[src/rtl/tis_node_seq.sv]
// Instruction sequencer for one TIS-100 compute node: fetch/decode, ACC/BAK
// register-block strobes, jump resolution and blocking port handshakes.
module tis_node_seq #(
    parameter int unsigned PROG_LEN = 16,
    localparam int unsigned PC_W = (PROG_LEN > 1) ? $clog2(PROG_LEN) : 1
) (
    input  logic            CLK,
    input  logic            RST,
    input  logic            en,
    output logic [PC_W-1:0] imem_addr,
    input  logic [15:0]     imem_data,
    input  logic [10:0]     acc_in,
    output logic [10:0]     new_acc,
    output logic            wen,
    output logic            sav,
    output logic            swp,
    input  logic [10:0]     in_data,
    input  logic            in_valid,
    output logic            in_ready,
    output logic [10:0]     out_data,
    output logic            out_valid,
    input  logic            out_ready
);

    localparam int unsigned DW = 11;
    localparam int unsigned JW = ((PC_W > DW) ? PC_W : DW) + 2;

    localparam logic [0:0] S_RUN      = 1'b0;
    localparam logic [0:0] S_OUT_WAIT = 1'b1;

    localparam logic [3:0] OP_ADD = 4'h1;
    localparam logic [3:0] OP_SUB = 4'h2;
    localparam logic [3:0] OP_NEG = 4'h3;
    localparam logic [3:0] OP_SAV = 4'h4;
    localparam logic [3:0] OP_SWP = 4'h5;
    localparam logic [3:0] OP_MOV = 4'h6;
    localparam logic [3:0] OP_OUT = 4'h7;
    localparam logic [3:0] OP_JMP = 4'h8;
    localparam logic [3:0] OP_JEZ = 4'h9;
    localparam logic [3:0] OP_JNZ = 4'hA;
    localparam logic [3:0] OP_JGZ = 4'hB;
    localparam logic [3:0] OP_JLZ = 4'hC;
    localparam logic [3:0] OP_JRO = 4'hD;

    localparam logic signed [DW:0]   SAT_MAX = (DW+1)'(999);
    localparam logic signed [DW:0]   SAT_MIN = -SAT_MAX;
    localparam logic [PC_W-1:0]      PC_LAST = PC_W'(PROG_LEN - 1);
    localparam logic signed [JW-1:0] JRO_MAX = JW'(PROG_LEN - 1);

    // Clamp a 12-bit signed intermediate into the legal node range.
    function automatic logic [DW-1:0] sat(input logic signed [DW:0] v);
        if (v > SAT_MAX) return DW'(SAT_MAX);
        if (v < SAT_MIN) return DW'(SAT_MIN);
        return v[DW-1:0];
    endfunction

    logic [PC_W-1:0] r_pc;
    logic [0:0]      r_state;
    logic [DW-1:0]   r_out_data;
    logic            r_out_valid;

    logic [PC_W-1:0] w_pc_nxt;
    logic [0:0]      w_state_nxt;
    logic [DW-1:0]   w_out_data_nxt;
    logic            w_out_valid_nxt;

    logic [3:0]             w_op;
    logic                   w_src;
    logic [DW-1:0]          w_imm;
    logic [DW-1:0]          w_s;
    logic signed [DW:0]     w_acc_x;
    logic signed [DW:0]     w_s_x;
    logic signed [DW:0]     w_add;
    logic signed [DW:0]     w_sub;
    logic signed [DW:0]     w_neg;
    logic [DW-1:0]          w_alu;
    logic                   w_fire;
    logic                   w_cond;
    logic [PC_W-1:0]        w_pc_inc;
    logic [PC_W-1:0]        w_jmp_raw;
    logic [PC_W-1:0]        w_jmp_tgt;
    logic signed [JW-1:0]   w_jro_sum;
    logic [PC_W-1:0]        w_jro_tgt;

    assign w_op  = imem_data[15:12];
    assign w_src = imem_data[11];
    assign w_imm = imem_data[10:0];
    assign w_s   = w_src ? in_data : w_imm;

    assign w_acc_x = {acc_in[DW-1], acc_in};
    assign w_s_x   = {w_s[DW-1], w_s};
    assign w_add   = w_acc_x + w_s_x;
    assign w_sub   = w_acc_x - w_s_x;
    assign w_neg   = -w_acc_x;

    always_comb begin
        case (w_op)
            OP_ADD:  w_alu = sat(w_add);
            OP_SUB:  w_alu = sat(w_sub);
            OP_NEG:  w_alu = sat(w_neg);
            default: w_alu = sat(w_s_x);
        endcase
    end

    // Jump conditions look at the live ACC from the register block.
    always_comb begin
        case (w_op)
            OP_JMP:  w_cond = 1'b1;
            OP_JEZ:  w_cond = (acc_in == '0);
            OP_JNZ:  w_cond = (acc_in != '0);
            OP_JGZ:  w_cond = ~acc_in[DW-1] & (acc_in != '0);
            OP_JLZ:  w_cond = acc_in[DW-1];
            default: w_cond = 1'b0;
        endcase
    end

    assign w_pc_inc  = (r_pc == PC_LAST) ? '0 : r_pc + PC_W'(1);
    assign w_jmp_raw = w_imm[PC_W-1:0];
    assign w_jmp_tgt = ({1'b0, w_jmp_raw} >= (PC_W+1)'(PROG_LEN))
                       ? w_jmp_raw - PC_W'(PROG_LEN) : w_jmp_raw;

    // Relative jump saturates at both ends of the program instead of wrapping.
    assign w_jro_sum = $signed({{(JW-PC_W){1'b0}}, r_pc})
                     + $signed({{(JW-DW){w_s[DW-1]}}, w_s});
    assign w_jro_tgt = w_jro_sum[JW-1]      ? '0 :
                       (w_jro_sum > JRO_MAX) ? PC_LAST :
                                               w_jro_sum[PC_W-1:0];

    assign w_fire = en & (~w_src | in_valid);

    always_comb begin
        w_pc_nxt        = r_pc;
        w_state_nxt     = r_state;
        w_out_data_nxt  = r_out_data;
        w_out_valid_nxt = r_out_valid;
        wen             = 1'b0;
        sav             = 1'b0;
        swp             = 1'b0;
        in_ready        = 1'b0;
        new_acc         = w_alu;
        case (r_state)
            S_RUN: begin
                in_ready = en & w_src;
                if (w_fire) begin
                    w_pc_nxt = w_pc_inc;
                    case (w_op)
                        OP_ADD, OP_SUB, OP_NEG, OP_MOV: wen = 1'b1;
                        OP_SAV: sav = 1'b1;
                        OP_SWP: swp = 1'b1;
                        OP_OUT: begin
                            w_pc_nxt        = r_pc;
                            w_out_data_nxt  = sat(w_s_x);
                            w_out_valid_nxt = 1'b1;
                            w_state_nxt     = S_OUT_WAIT;
                        end
                        OP_JMP, OP_JEZ, OP_JNZ, OP_JGZ, OP_JLZ: begin
                            if (w_cond) w_pc_nxt = w_jmp_tgt;
                        end
                        OP_JRO: w_pc_nxt = w_jro_tgt;
                        default: ;
                    endcase
                end
            end
            S_OUT_WAIT: begin
                // out_valid is not gated by en, so the handshake may complete
                // while frozen; the PC step waits for en.
                if (out_ready) w_out_valid_nxt = 1'b0;
                if (en & (out_ready | ~r_out_valid)) begin
                    w_pc_nxt    = w_pc_inc;
                    w_state_nxt = S_RUN;
                end
            end
            default: w_state_nxt = S_RUN;
        endcase
        if (RST) begin
            wen      = 1'b0;
            sav      = 1'b0;
            swp      = 1'b0;
            in_ready = 1'b0;
        end
    end

    always_ff @(posedge CLK) begin
        if (RST) begin
            r_pc        <= '0;
            r_state     <= S_RUN;
            r_out_data  <= '0;
            r_out_valid <= 1'b0;
        end else begin
            r_pc        <= w_pc_nxt;
            r_state     <= w_state_nxt;
            r_out_data  <= w_out_data_nxt;
            r_out_valid <= w_out_valid_nxt;
        end
    end

    assign imem_addr = r_pc;
    assign out_data  = r_out_data;
    assign out_valid = r_out_valid;

endmodule
[config.mk]
export PLATFORM = sky130hd
export DESIGN_NAME = tis_node_seq
export DESIGN_NICKNAME = d
export VERILOG_FILES = /design/src/rtl/tis_node_seq.sv
export SDC_FILE = /design/constraint.sdc
export NUM_CORES = 1
export LEC_CHECK = 0
export BUFFER_PORTS_ARGS = -buffer_cell sky130_fd_sc_hd__buf_2
export CORE_AREA = 2 2 91 93
export DETAILED_ROUTE_END_ITERATION = 16
export DIE_AREA = 0 0 93 95
export GPL_TIMING_DRIVEN = 0
export PLACE_DENSITY_LB_ADDON = 0.1
export SYNTH_ARGS = -nofsm -noshare
export SYNTH_HDL_FRONTEND = slang
export SYNTH_SLANG_ARGS = --single-unit
export TNS_END_PERCENT = 5
[constraint.sdc]
create_clock -name CLK -period 6.2 [get_ports CLK]
set_clock_uncertainty 0.05 [all_clocks]
set_input_delay 0.31 -clock CLK [delete_from_list [all_inputs] [get_ports CLK]]
set_output_delay 0.31 -clock CLK [all_outputs]
set_load 0.02 [all_outputs]
==> summary.md <==
| Metric | Value |
|---|---|
| Final instance area | `4080 µm²` |
| Die area | `slightly below 9000 µm²` |
| Period utilisation layout | `78.9%` |
| Post-Place Cell Area | `a little over 4000 µm²` |
| Worst Path Arrival | `4.53 ns` |
| GRT overflow | `0` |
| Post-route insts no fill | `slightly below 700` |
| Die Ht | `between 90 and 100 µm` |
| Yosys reg bits | `17` |
| Synth warn | `0` |
| Worst-path clk slew | `0.07 ns` |
| Htree depth | `1` |
| CP Capture Type | `output port` |
| Fill count | `862` |
| Row cnt | `33` |
| Max-slew violation count | `0` |
| Max-Cap Viols | `0` |
| Routed via count | `a little over 4,000` |
| Syn_nets | `581` |
| Multi-input logic area | `a little under 3000 µm²` |
| Post-synth EDFFs | `0` |
| Post-CTS Resized | `0` |
| Total GRT Usage | `27.5%` |
| Crit path capture | `new_acc[3]` |
| Fraction of layout instances using a drive strength above 1 | `17.9%` |
| Worst slew pin tran | `0.900 ns` |
| CTS Hold Buffers Added | `0` |
| Most frequent cells in the layout | `76 x buf_2, 63 x nor2_1, 36 x nand2_1` |
| Top post-synthesis cells by area | `ha_1 11%, dfxtp_1 9.6%, nor2_1 6.7%, xnor2_1 4.7%, nor3_1 4.5%` |
| Share of Yosys cell area claimed by the top area cell type | `10.6%` |
| Async S/R FF share, synth | `0%` |
| Mapped Cells | `505` |
| CTS buffer count | `3` |
| Register Area | `roughly 340 µm²` |
| DIE WIDTH | `93 µm` |
| CTS tree | `built` |
| Register area share after synthesis | `9.61%` |
| Setup violators final | `0` |
| Worst Setup Start Kind | `input port` |
| Post-route ant nets | `0` |
| First-pass GRT wire length | `19.3 mm` |
| Core Region | `a little under 8000 µm²` |
| Min-delay worst type | `input port to flip-flop` |
| Critical Path Source | `imem_data[11]` |
| Final min period | `4.89 ns` |
| Antenna violations before repair | `0` |
| I/O Buffers | `72` |
| Final #Nets | `658` |
| Fmax achieved | `approximately 0.20 GHz` |
| Top_reg_cell synth | `dfxtp_1` |
| Relative slew slack | `38.3%` |
| Most common cell after layout, fill and taps aside | `buf_2` |
| Vias in the first global route | `3,715` |
| Buf+Inv Stages, Crit Path | `4` |
| Final setup TNS | `0 ns` |
| Post-CTS Setup Inserts | `0` |
| DRT Wirelength | `roughly 12 mm` |
| Count of cell types in the netlist | `79` |
| Setup CP Type | `input port to output port` |
| RSZ-0062 raised after global routing | `false` |
| Vias per cell | `approximately 6` |
| Syn_area_per_cell | `about 7 µm²` |
| Critical Path RT | `between 5 and 6 ns` |
| Critical path depth | `14` |
| CP top delay family | `compound AO/OA/AOI/OAI gates` |
| Outcome | `finished, final reports clean` |
| Crit Path Max Fanout | `10` |
| Reg2reg start | `imem_addr[0]$_SDFFE_PP0P_` |
| Final Hold Vio Count | `0` |
| Max VDD drop | `0.0784 mV` |
| Total Power | `slightly above 0.6 mW` |
| Detail Placement HPWL | `10.0 mm` |
| Clock Root Buffer | `clkbuf_8` |
| Starting Density | `44.7%` |
| Leakage | `roughly 1.8 nW` |
| Clock sink total | `17` |
| Largest net degree at the start of global routing | `11` |
| Skew-Pair Late Insertion Delay | `0.25 ns` |
| Routability cong. | `0.947` |
| Power per cell area | `between 100 and 150 nW/µm²` |
| Leading area contributor after synthesis | `ha_1` |
| Routed len/inst | `18.0 µm` |
| Router iterations before antenna repair | `6` |
| Synth Cell Area | `3540 µm²` |
| Inserted Diodes | `0` |
| Clock Path Buffers | `2` |
| Worst path slowest cell | `mux2i_1` |
| Worst R2R Path Depth | `12` |
| DP Cell Count | `682` |
| Critical Path, Cell by Cell | `buf_2 > buf_4 > mux2i_1 > inv_1 > ha_1 > or4_1 > o21ai_2 > o31ai_4 > xnor2_1 > nor4_4 > o21ai_2 > a211o_1 > a41oi_1 > buf_2` |
| Reg2reg end | `imem_addr[0]$_SDFFE_PP0P_` |
| DRT iter0 DRCs | `313` |
| CP max stage delay | `around 0.73 ns` |
| Register-to-register setup slack | `about 3.4 ns` |
| Io pins | `74` |
| P&R area growth vs syn | `15.2%` |
| Post-route DRC violation count | `0` |
[flip-flops by register name, summed over array words and instances, names as in the netlist]
register and count:
out_data 11, out_valid 1, imem_addr 4, r_state 1
[worst min-delay path by stage]
stage                                       from  slack, ns                     end  depth (start not counted)
after floorplan                               en       0.45      r_state$_SDFF_PP0_                          3
after global placement    out_valid$_SDFFE_PP0P_       0.41  out_valid$_SDFFE_PP0P_                          2
after detailed placement  out_valid$_SDFFE_PP0P_       0.42  out_valid$_SDFFE_PP0P_                          2
after CTS                              out_ready       0.28  out_valid$_SDFFE_PP0P_                          4
after global routing                   out_ready       0.30  out_valid$_SDFFE_PP0P_                          4
final                                  out_ready       0.29  out_valid$_SDFFE_PP0P_                          4
[tightest hold or removal path: stages]
cell and delay (ns):
buf_2 0.08, nand2_1 0.04, nand2_1 0.05, a21oi_1 0.05
[per-layer routing]
layer  wire length, µm  vias to the layer above  global-route usage [%]
li1                  -                     2005                       -
met1              5790                     1961                    39.6
met2              5640                      149                    44.4
met3               752                       13                    3.67
met4               189                        0                    4.53
met5                 0                        -                       0
[cell families (layout without fill, tap and decap cells)]
family | after synthesis | count (layout) | synth area share, %
xor gates and xnor gates | 27 | 27 | 6.89
muxes | 15 | 15 | 4.31
DFF | 17 | 17 | 9.61
AOI/OAI and AO/OA | 149 | 149 | 30.5
buffers and inverters | 56 | 132 | 6.50
and+or+nand+nor | 208 | 208 | 29.9
adders and majority gates | 33 | 33 | 12.3
[where the power goes]
part,internal (mW),switching [mW],total (mW),leakage (nW)
sequential,0.113,0.00469,0.117,0.138
clock,0.0446,0.0403,0.0849,0.0255
combinational,0.143,0.260,0.403,1.59
[synthesized netlist by cell type, types with 9 or more instances]
master	instances
inv_1	30
dfxtp_1	17
clkbuf_1	18
xnor2_1	19
nor2b_1	9
o211ai_1	9
mux2i_1	13
ha_1	30
o21ai_0	23
nand3_1	14
nand2_1	36
nor3_1	32
nor2_1	63
a21oi_1	30
nand2b_1	9
[cell type report]
type / instances / share of cell area, %
Tap cell: 105 / 3.22
Timing Repair Buffer: 72 / 8.83
Clock buffer: 3 / 1.01
Inverter: 31 / 2.85
Multi-Input combinational cell: 432 / 72.8
Clock inverter: 1 / 0.123
Buffer: 25 / 2.79
Sequential cell: 17 / 8.34
[stage by stage]
stage / hold WS (ns) / util [%] / worst slack (ns)
floorplan: 0.446 / - / 2.40
global placement: 0.414 / 50.9 / 1.41
detailed placement: 0.416 / 50.9 / 1.44
CTS: 0.279 / 51.5 / 1.42
global route: 0.302 / 51.5 / 1.05
finish: 0.286 / 51.5 / 1.31
Power figures use the tool's default switching activity.
